## src/rtl/hazard_unit_pkg.sv

```systemverilog
// Shared encodings and shadow-record type for the pipeline hazard unit.
// The HZ_* bit indices are the same ones Control uses to build DP_Hazards.
package hazard_unit_pkg;

    localparam int HAZARD_WIDTH = 4;

    localparam int HZ_RS_ID = 0;
    localparam int HZ_RT_ID = 1;
    localparam int HZ_RS_EX = 2;
    localparam int HZ_RT_EX = 3;

    typedef enum logic [1:0] {
        FWD_RF  = 2'b00,
        FWD_MEM = 2'b01,
        FWD_WB  = 2'b10
    } fwd_sel_e;

    // One in-flight instruction as seen by the hazard unit. The source
    // fields are only kept meaningful in the EX record.
    typedef struct packed {
        logic       valid;
        logic       reg_write;
        logic       mem_read;
        logic [4:0] dst;
        logic [4:0] rs;
        logic [4:0] rt;
        logic       need_rs_ex;
        logic       need_rt_ex;
    } hz_rec_t;

    function automatic logic rec_writes(input hz_rec_t rec, input logic [4:0] r);
        return rec.valid & rec.reg_write & (rec.dst == r) & (r != 5'd0);
    endfunction

    // MEM beats WB. ID cannot take a load's value from MEM (data not back yet).
    function automatic fwd_sel_e fwd_pick(input hz_rec_t mem_rec, input hz_rec_t wb_rec,
                                          input logic [4:0] r, input logic mem_load_ok);
        if (rec_writes(mem_rec, r) && (mem_load_ok || !mem_rec.mem_read))
            return FWD_MEM;
        else if (rec_writes(wb_rec, r))
            return FWD_WB;
        else
            return FWD_RF;
    endfunction

endpackage

```

## src/rtl/hazard_unit_stage_reg.sv

```systemverilog
// One shadow pipeline record with async reset and hold / bubble / load control.
// hold beats bubble; a bubble clears every field, not only valid.
module hazard_stage_reg
    import hazard_unit_pkg::*;
#(
    parameter bit HAS_SRC = 1'b0
) (
    input  logic    clock,
    input  logic    reset,
    input  logic    hold,
    input  logic    bubble,
    input  hz_rec_t d,
    output hz_rec_t q
);

    hz_rec_t d_kept;

    always_comb begin
        d_kept = d;
        if (!HAS_SRC) begin
            d_kept.rs         = 5'd0;
            d_kept.rt         = 5'd0;
            d_kept.need_rs_ex = 1'b0;
            d_kept.need_rt_ex = 1'b0;
        end
    end

    always_ff @(posedge clock or posedge reset) begin
        if (reset) begin
            q <= '0;
        end else if (!hold) begin
            if (bubble)
                q <= '0;
            else
                q <= d_kept;
        end
    end

endmodule

```

## src/rtl/hazard_unit.sv

```systemverilog
// Pipeline hazard unit: shadow EX/MEM/WB destination tracking, ID stall,
// per-stage freezes, operand forward selects and a saturating stall counter.
module hazard_unit
    import hazard_unit_pkg::*;
#(
    parameter int STALL_CNT_W = 32
) (
    input  logic                    clock,
    input  logic                    reset,
    input  logic [HAZARD_WIDTH-1:0] DP_Hazards,
    input  logic [4:0]              ID_Rs,
    input  logic [4:0]              ID_Rt,
    input  logic [4:0]              ID_RegDst,
    input  logic                    ID_RegWrite,
    input  logic                    ID_MemRead,
    input  logic                    MemBusy,
    output logic                    IF_Stall,
    output logic                    ID_Stall,
    output logic                    EX_Stall,
    output logic                    M_Stall,
    output logic [1:0]              ID_RsFwdSel,
    output logic [1:0]              ID_RtFwdSel,
    output logic [1:0]              EX_RsFwdSel,
    output logic [1:0]              EX_RtFwdSel,
    output logic [STALL_CNT_W-1:0]  StallCount
);

    hz_rec_t id_rec;
    hz_rec_t ex_rec;
    hz_rec_t mem_rec;
    hz_rec_t wb_rec;

    logic need_rs_id;
    logic need_rt_id;
    logic need_rs_ex;
    logic need_rt_ex;
    logic hz_id_ex;
    logic hz_id_mem;
    logic hz_load_use;
    logic hz;

    assign need_rs_id = DP_Hazards[HZ_RS_ID];
    assign need_rt_id = DP_Hazards[HZ_RT_ID];
    assign need_rs_ex = DP_Hazards[HZ_RS_EX];
    assign need_rt_ex = DP_Hazards[HZ_RT_EX];

    always_comb begin
        id_rec            = '0;
        id_rec.valid      = 1'b1;
        id_rec.reg_write  = ID_RegWrite;
        id_rec.mem_read   = ID_MemRead;
        id_rec.dst        = ID_RegDst;
        id_rec.rs         = ID_Rs;
        id_rec.rt         = ID_Rt;
        id_rec.need_rs_ex = need_rs_ex;
        id_rec.need_rt_ex = need_rt_ex;
    end

    hazard_stage_reg #(.HAS_SRC(1'b1)) u_ex_rec (
        .clock  (clock),
        .reset  (reset),
        .hold   (MemBusy),
        .bubble (hz),
        .d      (id_rec),
        .q      (ex_rec)
    );

    hazard_stage_reg #(.HAS_SRC(1'b0)) u_mem_rec (
        .clock  (clock),
        .reset  (reset),
        .hold   (MemBusy),
        .bubble (1'b0),
        .d      (ex_rec),
        .q      (mem_rec)
    );

    hazard_stage_reg #(.HAS_SRC(1'b0)) u_wb_rec (
        .clock  (clock),
        .reset  (reset),
        .hold   (MemBusy),
        .bubble (1'b0),
        .d      (mem_rec),
        .q      (wb_rec)
    );

    // ID consumers (branches) cannot take anything from EX, nor a load from MEM.
    assign hz_id_ex  = (need_rs_id & rec_writes(ex_rec, ID_Rs)) |
                       (need_rt_id & rec_writes(ex_rec, ID_Rt));
    assign hz_id_mem = mem_rec.mem_read &
                       ((need_rs_id & rec_writes(mem_rec, ID_Rs)) |
                        (need_rt_id & rec_writes(mem_rec, ID_Rt)));
    assign hz_load_use = ex_rec.mem_read &
                         ((need_rs_ex & rec_writes(ex_rec, ID_Rs)) |
                          (need_rt_ex & rec_writes(ex_rec, ID_Rt)));
    assign hz = hz_id_ex | hz_id_mem | hz_load_use;

    assign IF_Stall = hz | MemBusy;
    assign ID_Stall = hz | MemBusy;
    assign EX_Stall = MemBusy;
    assign M_Stall  = MemBusy;

    assign ID_RsFwdSel = fwd_pick(mem_rec, wb_rec, ID_Rs, 1'b0);
    assign ID_RtFwdSel = fwd_pick(mem_rec, wb_rec, ID_Rt, 1'b0);
    assign EX_RsFwdSel = fwd_pick(mem_rec, wb_rec, ex_rec.rs, 1'b1);
    assign EX_RtFwdSel = fwd_pick(mem_rec, wb_rec, ex_rec.rt, 1'b1);

    always_ff @(posedge clock or posedge reset) begin
        if (reset)
            StallCount <= '0;
        else if (hz && !MemBusy && (StallCount != '1))
            StallCount <= StallCount + STALL_CNT_W'(1);
    end

    // Source and WB load fields exist in every record but only EX/MEM consult them.
    logic unused_rec_bits;
    assign unused_rec_bits = ^{mem_rec.rs, mem_rec.rt, mem_rec.need_rs_ex, mem_rec.need_rt_ex,
                               wb_rec.rs, wb_rec.rt, wb_rec.need_rs_ex, wb_rec.need_rt_ex,
                               wb_rec.mem_read, ex_rec.need_rs_ex, ex_rec.need_rt_ex};

endmodule

```

## config.mk

```make
export PLATFORM = sky130hd
export DESIGN_NAME = hazard_unit
export DESIGN_NICKNAME = d
export VERILOG_FILES = /design/src/rtl/hazard_unit_pkg.sv /design/src/rtl/hazard_unit_stage_reg.sv /design/src/rtl/hazard_unit.sv
export SDC_FILE = /design/constraint.sdc
export NUM_CORES = 1
export LEC_CHECK = 0
export CORE_MARGIN = 4
export CORE_UTILIZATION = 23
export DETAILED_ROUTE_END_ITERATION = 8
export PLACE_DENSITY = 0.48
export RECOVER_POWER = 25
export SETUP_SLACK_MARGIN = 0.3
export SLEW_MARGIN = 20
export SYNTH_ARGS = -nofsm -noshare
export SYNTH_HDL_FRONTEND = slang
export SYNTH_HIERARCHICAL = 1
export SYNTH_SLANG_ARGS = --single-unit
```

## constraint.sdc

```tcl
create_clock -name clock -period 2.5 [get_ports clock]
set_clock_uncertainty 0.1 [all_clocks]
set_input_delay 0.375 -clock clock [delete_from_list [all_inputs] [get_ports clock]]
set_output_delay 0.375 -clock clock [all_outputs]
set_load 0.1 [all_outputs]
```

# ---- Word-level counts from Yosys, hierarchy flattened
# Index checks and enable logic that the tools add are counted.
dict set report word_totals {
  regBits 65
  latch_bits 0
  ramBits 0
  mem_bits_ro 0
  inputBits 24
  elab_cells 82
  memories 0
}
dict set report classes {
  n_addsub 1
  n_mul 0
  n_div 0
  n_lt_le_gt_ge 0
  eq_ne 11
  n_shift 0
  mux 9
  n_bitwise 37
  n_reduce_logical 10
}
# operator n
set ops {}
lappend ops {{== test 5 bit} 10}
lappend ops {{adder 32 x 1 -> 32 bit, second input constant} 1}
lappend ops {{inequality test 32 bit, second input constant} 1}
lappend ops {{AND 1 bit} 31}
lappend ops {{two-way mux 20 bit} 1}
lappend ops {{nonzero test 5 bit} 4}
lappend ops {{two-way mux 2 bit} 8}
lappend ops {{OR 1 bit} 6}
lappend ops {{logical AND 1 bit} 4}
lappend ops {{logical NOT 1 bit} 2}

# ---- Logic depth before layout (Yosys ltp)
dict set report logic_depth {
  ltp_word 10
  ltp_mapped 10
  mapped_depth_nobuf 7
}

# ---- Hierarchy
# The synthesis kept the hierarchy.
# mod n_inst cells_each area_each_um2
set modules_own_cells {}
lappend modules_own_cells {hazard_unit 1 268 2491.1}
lappend modules_own_cells {{hazard_stage_reg at u_mem_rec ...} 2 34 405.4}
lappend modules_own_cells {{hazard_stage_reg at u_ex_rec} 1 47 718.2}

# ---- Worst setup path before layout
# Ideal clock, no wire load.
dict set report synth_path {
  path_type {reg-to-output}
  start {reg u_mem_rec/q[13] in the netlist's numbering}
  end {out ID_RtFwdSel[1]}
  t_arrival_ns 5.768
  t_required_ns 2.025
  path_slack_ns -3.743
  stages_incl_launch_ff 6
  path_cell_list {dfrtp_1 clkbuf_1 xnor2_1 o211ai_1 nor4_1 nor4_1}
}
dict set report synth_via {
  elab_chain_len 5
}
# item line_no
set synth_lines {}
lappend synth_lines {{start: declaration} hazard_unit_stage_reg.sv:13} ;# output hz_rec_t q
lappend synth_lines {{start signal: assignment} hazard_unit_stage_reg.sv:35} ;# q <= d_kept;
lappend synth_lines {{== test 5 bit} hazard_unit_pkg.sv:32} ;# return rec.valid & rec.reg_write & (rec.dst == r) & (r != 5'd0);
lappend synth_lines {{AND 1 bit (2 in series)} hazard_unit_pkg.sv:32}
lappend synth_lines {{logical AND 1 bit} hazard_unit_pkg.sv:38} ;# if (rec_writes(mem_rec, r) && (mem_load_ok || !mem_rec.mem_read))
lappend synth_lines {{two-way mux 2 bit} hazard_unit_pkg.sv:38}
lappend synth_lines {{end: declaration} hazard_unit.sv:22} ;# output logic [1:0] ID_RtFwdSel,
# Every way passes these cells.

# ---- Final worst setup path
dict set report layout_path {
  start {reg u_ex_rec/q[14] in the netlist's numbering}
  end {out IF_Stall}
}
dict set report layout_via {
  elab_chain_len 8
  word_cells_on_any_way 16
}
# item line_no
set layout_lines {}
lappend layout_lines {{start: declaration} hazard_unit_stage_reg.sv:13}
lappend layout_lines {{start signal: assignment} hazard_unit_stage_reg.sv:35}
lappend layout_lines {{== test 5 bit} hazard_unit_pkg.sv:32}
lappend layout_lines {{AND 1 bit (2 in series)} hazard_unit_pkg.sv:32}
lappend layout_lines {{AND 1 bit (on tied branches)} n/a}
lappend layout_lines {{OR 1 bit (on tied branches)} {hazard_unit.sv:87, hazard_unit.sv:93}}
lappend layout_lines {{OR 1 bit or AND 1 bit (tied branches)} {hazard_unit.sv:95, hazard_unit.sv:92}}
lappend layout_lines {{OR 1 bit (*)} hazard_unit.sv:95} ;# assign hz = hz_id_ex | hz_id_mem | hz_load_use;
lappend layout_lines {{OR 1 bit (*)} hazard_unit.sv:97} ;# assign IF_Stall = hz | MemBusy;
lappend layout_lines {{end: declaration} hazard_unit.sv:17} ;# output logic IF_Stall,
# Mark *: on every way between the ends. The rest lies on a longest branch, timed or not.

==> load_flow_metrics.sql <==
INSERT INTO impl_metrics (metric_group, metric, value, unit) VALUES
('route', 'number_of_vias_after_detailed_routing', '3173', ''),
('critical_path', 'worst-endpoint-arrival', '2.06', 'ns'),
('power', 'worst_vdd_rail_ir_drop', '321.2', 'uV'),
('sta', 'timing.final.crit_share', '101.4', '%'),
('power', 'seq_power_share', '37.7', '%'),
('yosys', 'postSynthAreaPerCell', '10.63', 'sq um'),
('sta', 'worst_slew_margin_rel', '27.40', '%'),
('power', 'power.static_leakage', '2.706', 'nW'),
('die', 'start_util', '23.49', '%'),
('critical_path', 'critical_path.startpoint', 'u_ex_rec/q[14]', ''),
('critical_path', 'timing.critical_path.cells', 'buf_6 > xnor2_2 > nand2_1 > or4_4 > and4_4 > nand2b_4 > buf_12', ''),
('power', 'power_density', '507.0', 'nW/um^2'),
('power', 'internal_power', '2.332', 'mW'),
('place', 'portBuffers', '67', ''),
('finish', 'final_design_area_no_fill', '6243', 'sq um'),
('finish', 'area_of_combinational_cells_with_multiple_inputs', '2485', 'sq um'),
('sta', 'hold_viol', '0', ''),
('die', 'fp.dieH', '135.4', 'um'),
('route', 'final_antenna_violating_net_count', '0', ''),
('clock_network', 'root_buffer', 'clkbuf_16', ''),
('power', 'share_of_total_power_consumed_by_net_switching', '26.33', '%'),
('finish', 'fillCellCount', '1588', ''),
('global_routing', 'grt_start_max_net_pins', '42', ''),
('critical_path', 'top_cell_family_by_delay_on_the_critical_path', 'simple AND/OR/NAND/NOR gates', ''),
('die', 'core-area', '15890', 'sq um'),
('yosys', 'synthesis.instances', '351', ''),
('sta', 'report.final.setup_viol', '3', ''),
('critical_path', 'reg2reg_slack', '0.03', 'ns'),
('place', 'gp_congestion', '0.8515', ''),
('finish', 'layout.cells.most_common', 'buf_4', ''),
('critical_path', 'worst_r2r_startpoint', 'u_ex_rec/q[14]', ''),
('critical_path', 'crit_path_max_fanout', '3', ''),
('route', 'drt_iter0_drc', '122', ''),
('yosys', 'number_of_warnings_printed_during_yosys_synthesis', '6', ''),
('critical_path', 'cp-end-kind', 'output pin', ''),
('power', 'overall_power_of_the_completed_layout', '3.166', 'mW'),
('run_status', 'outcome', 'finished with violations', ''),
('sta', 'fmaxAchievable', '0.3945', 'GHz'),
('clock_network', 'clock_path_buffers', '2', ''),
('clock_network', 'clkSinkCount', '65', ''),
('route', 'post_dr_vias_cell', '4.520', ''),
('clock_network', 'tritoncts.num_buffers', '9', ''),
('critical_path', 'reg2regPathDepth', '10', ''),
('clock_network', 'clk-insertion-delay-late', '0.33', 'ns'),
('finish', 'post_layout_nonfiller_instances', '702', ''),
('finish', 'n_antenna_cell', '0', ''),
('clock_network', 'cts.htree.levels', '3', ''),
('global_routing', 'grt_pass1_vias', '3359', ''),
('sta', 'postLayoutSetupSlackWorst', '-0.03518', 'ns'),
('place', 'place.detailed.instances', '661', ''),
('run_status', 'violations', 'setup timing', ''),
('sta', 'slew_violations', '0', ''),
('clock_network', 'post_cts_hold_buffer_count', '0', ''),
('hold_path', 'min-delay-path-class', 'primary input to register', ''),
('critical_path', 'criticalPathCategory', 'register to output pin', ''),
('clock_network', 'cts_tree', 'done', ''),
('die', 'die_x', '135.4', 'um'),
('finish', 'drive_gt1_share', '52.88', '%'),
('critical_path', 'path_buf_inv', '2', ''),
('finish', 'mostFrequentLayoutCells', 'buf_4 (80), xnor2_1 (36), a22o_1 (30)', ''),
('power', 'power_switching', '0.8335', 'mW'),
('critical_path', 'crit_required', '2.03', 'ns'),
('clock_network', 'clkTransAtPathRegs', '0.05', 'ns'),
('die', 'boundaryPins', '68', ''),
('finish', 'seqCellArea', '1735', 'sq um'),
('route', 'routedWlPerCell', '16.36', 'um'),
('critical_path', 'startpoint_type', 'register', ''),
('route', 'wirelength', '11480', 'um'),
('route', 'detailedRoute.firstPassIterationCount', '4', ''),
('global_routing', 'gr-usage-all-layers', '12.96', '%'),
('global_routing', 'grt_antenna_before_repair', '0', '');
-- per-stage QoR --
stage               utilization (%)  setup WS (ns)  TNS [ns]  hold WS, ns
floorplan                         -        -0.4655    -2.093      0.07840
global placement              34.40        -0.4072    -16.30       0.3821
detailed placement            34.40        -0.4084    -17.02       0.3889
CTS                           37.79       -0.06909   -0.1932       0.3070
global route                  39.30        -0.1074   -0.5153       0.3156
finish                        39.30       -0.03518  -0.07368       0.2950
-- metal layers --
layer  global-route usage, %  part of all wire, %  wire length [um]
met5                       0                    0                 0
met4                   3.751                  1.2               141
met3                   2.935                  2.7               313
met2                   21.40                   50              5761
met1                   17.05                   46              5267
-- worst min-delay path by stage --
stage                     cells after the start        endpoint  slack (ns)
final                                         3   u_ex_rec/q[3]        0.30
after global routing                          3   u_ex_rec/q[3]        0.32
after CTS                                     3   u_ex_rec/q[3]        0.31
after detailed placement                      1  StallCount[23]        0.39
after global placement                        1  StallCount[23]        0.38
after floorplan                               1  u_wb_rec/q[12]        0.08
-- what timing repair did --
| item | 4_1_cts | 5_1_grt |
|---|---|---|
| gates cloned | 0 | 1 |
| pin swaps | 40 | 33 |
| gates resized for setup | 63 | 32 |
| endpoints found under the setup margin | 60 | 60 |
| setup buffers | 12 | 12 |
-- layout make-up --
class	instances	share of cell area [%]
multi-input combinational	256	39.80
tap	216	4.329
clock inverter	5	1.242
clock buffer	11	4.048
timing repair buffer	141	22.26
inverter	8	0.5210
sequential	65	27.80
-- power by group through the flow --
stage | Combinational [mW] | Sequential (mW) | Clock [mW]
detailed placement | 0.537 | 1.21 | 0
global route | 0.636 | 1.20 | 1.46
finish | 0.597 | 1.19 | 1.38
global placement | 0.532 | 1.21 | 0
CTS | 0.566 | 1.19 | 1.42
floorplan | 0.338 | 1.22 | 0
-- worst min-delay path, delay by kind of cell --
family / cells / cell delay, ns
AO/OA/AOI/OAI: 1 / 0.12
buffers and inverters: 2 / 0.19
-- sequential cells by signal, summed over array words and instances, names as in the netlist --
signal	count
u_wb_rec/q	7
u_ex_rec/q	18
StallCount	32
u_mem_rec/q	8
Note: power is estimated with default switching activity, not from simulation.
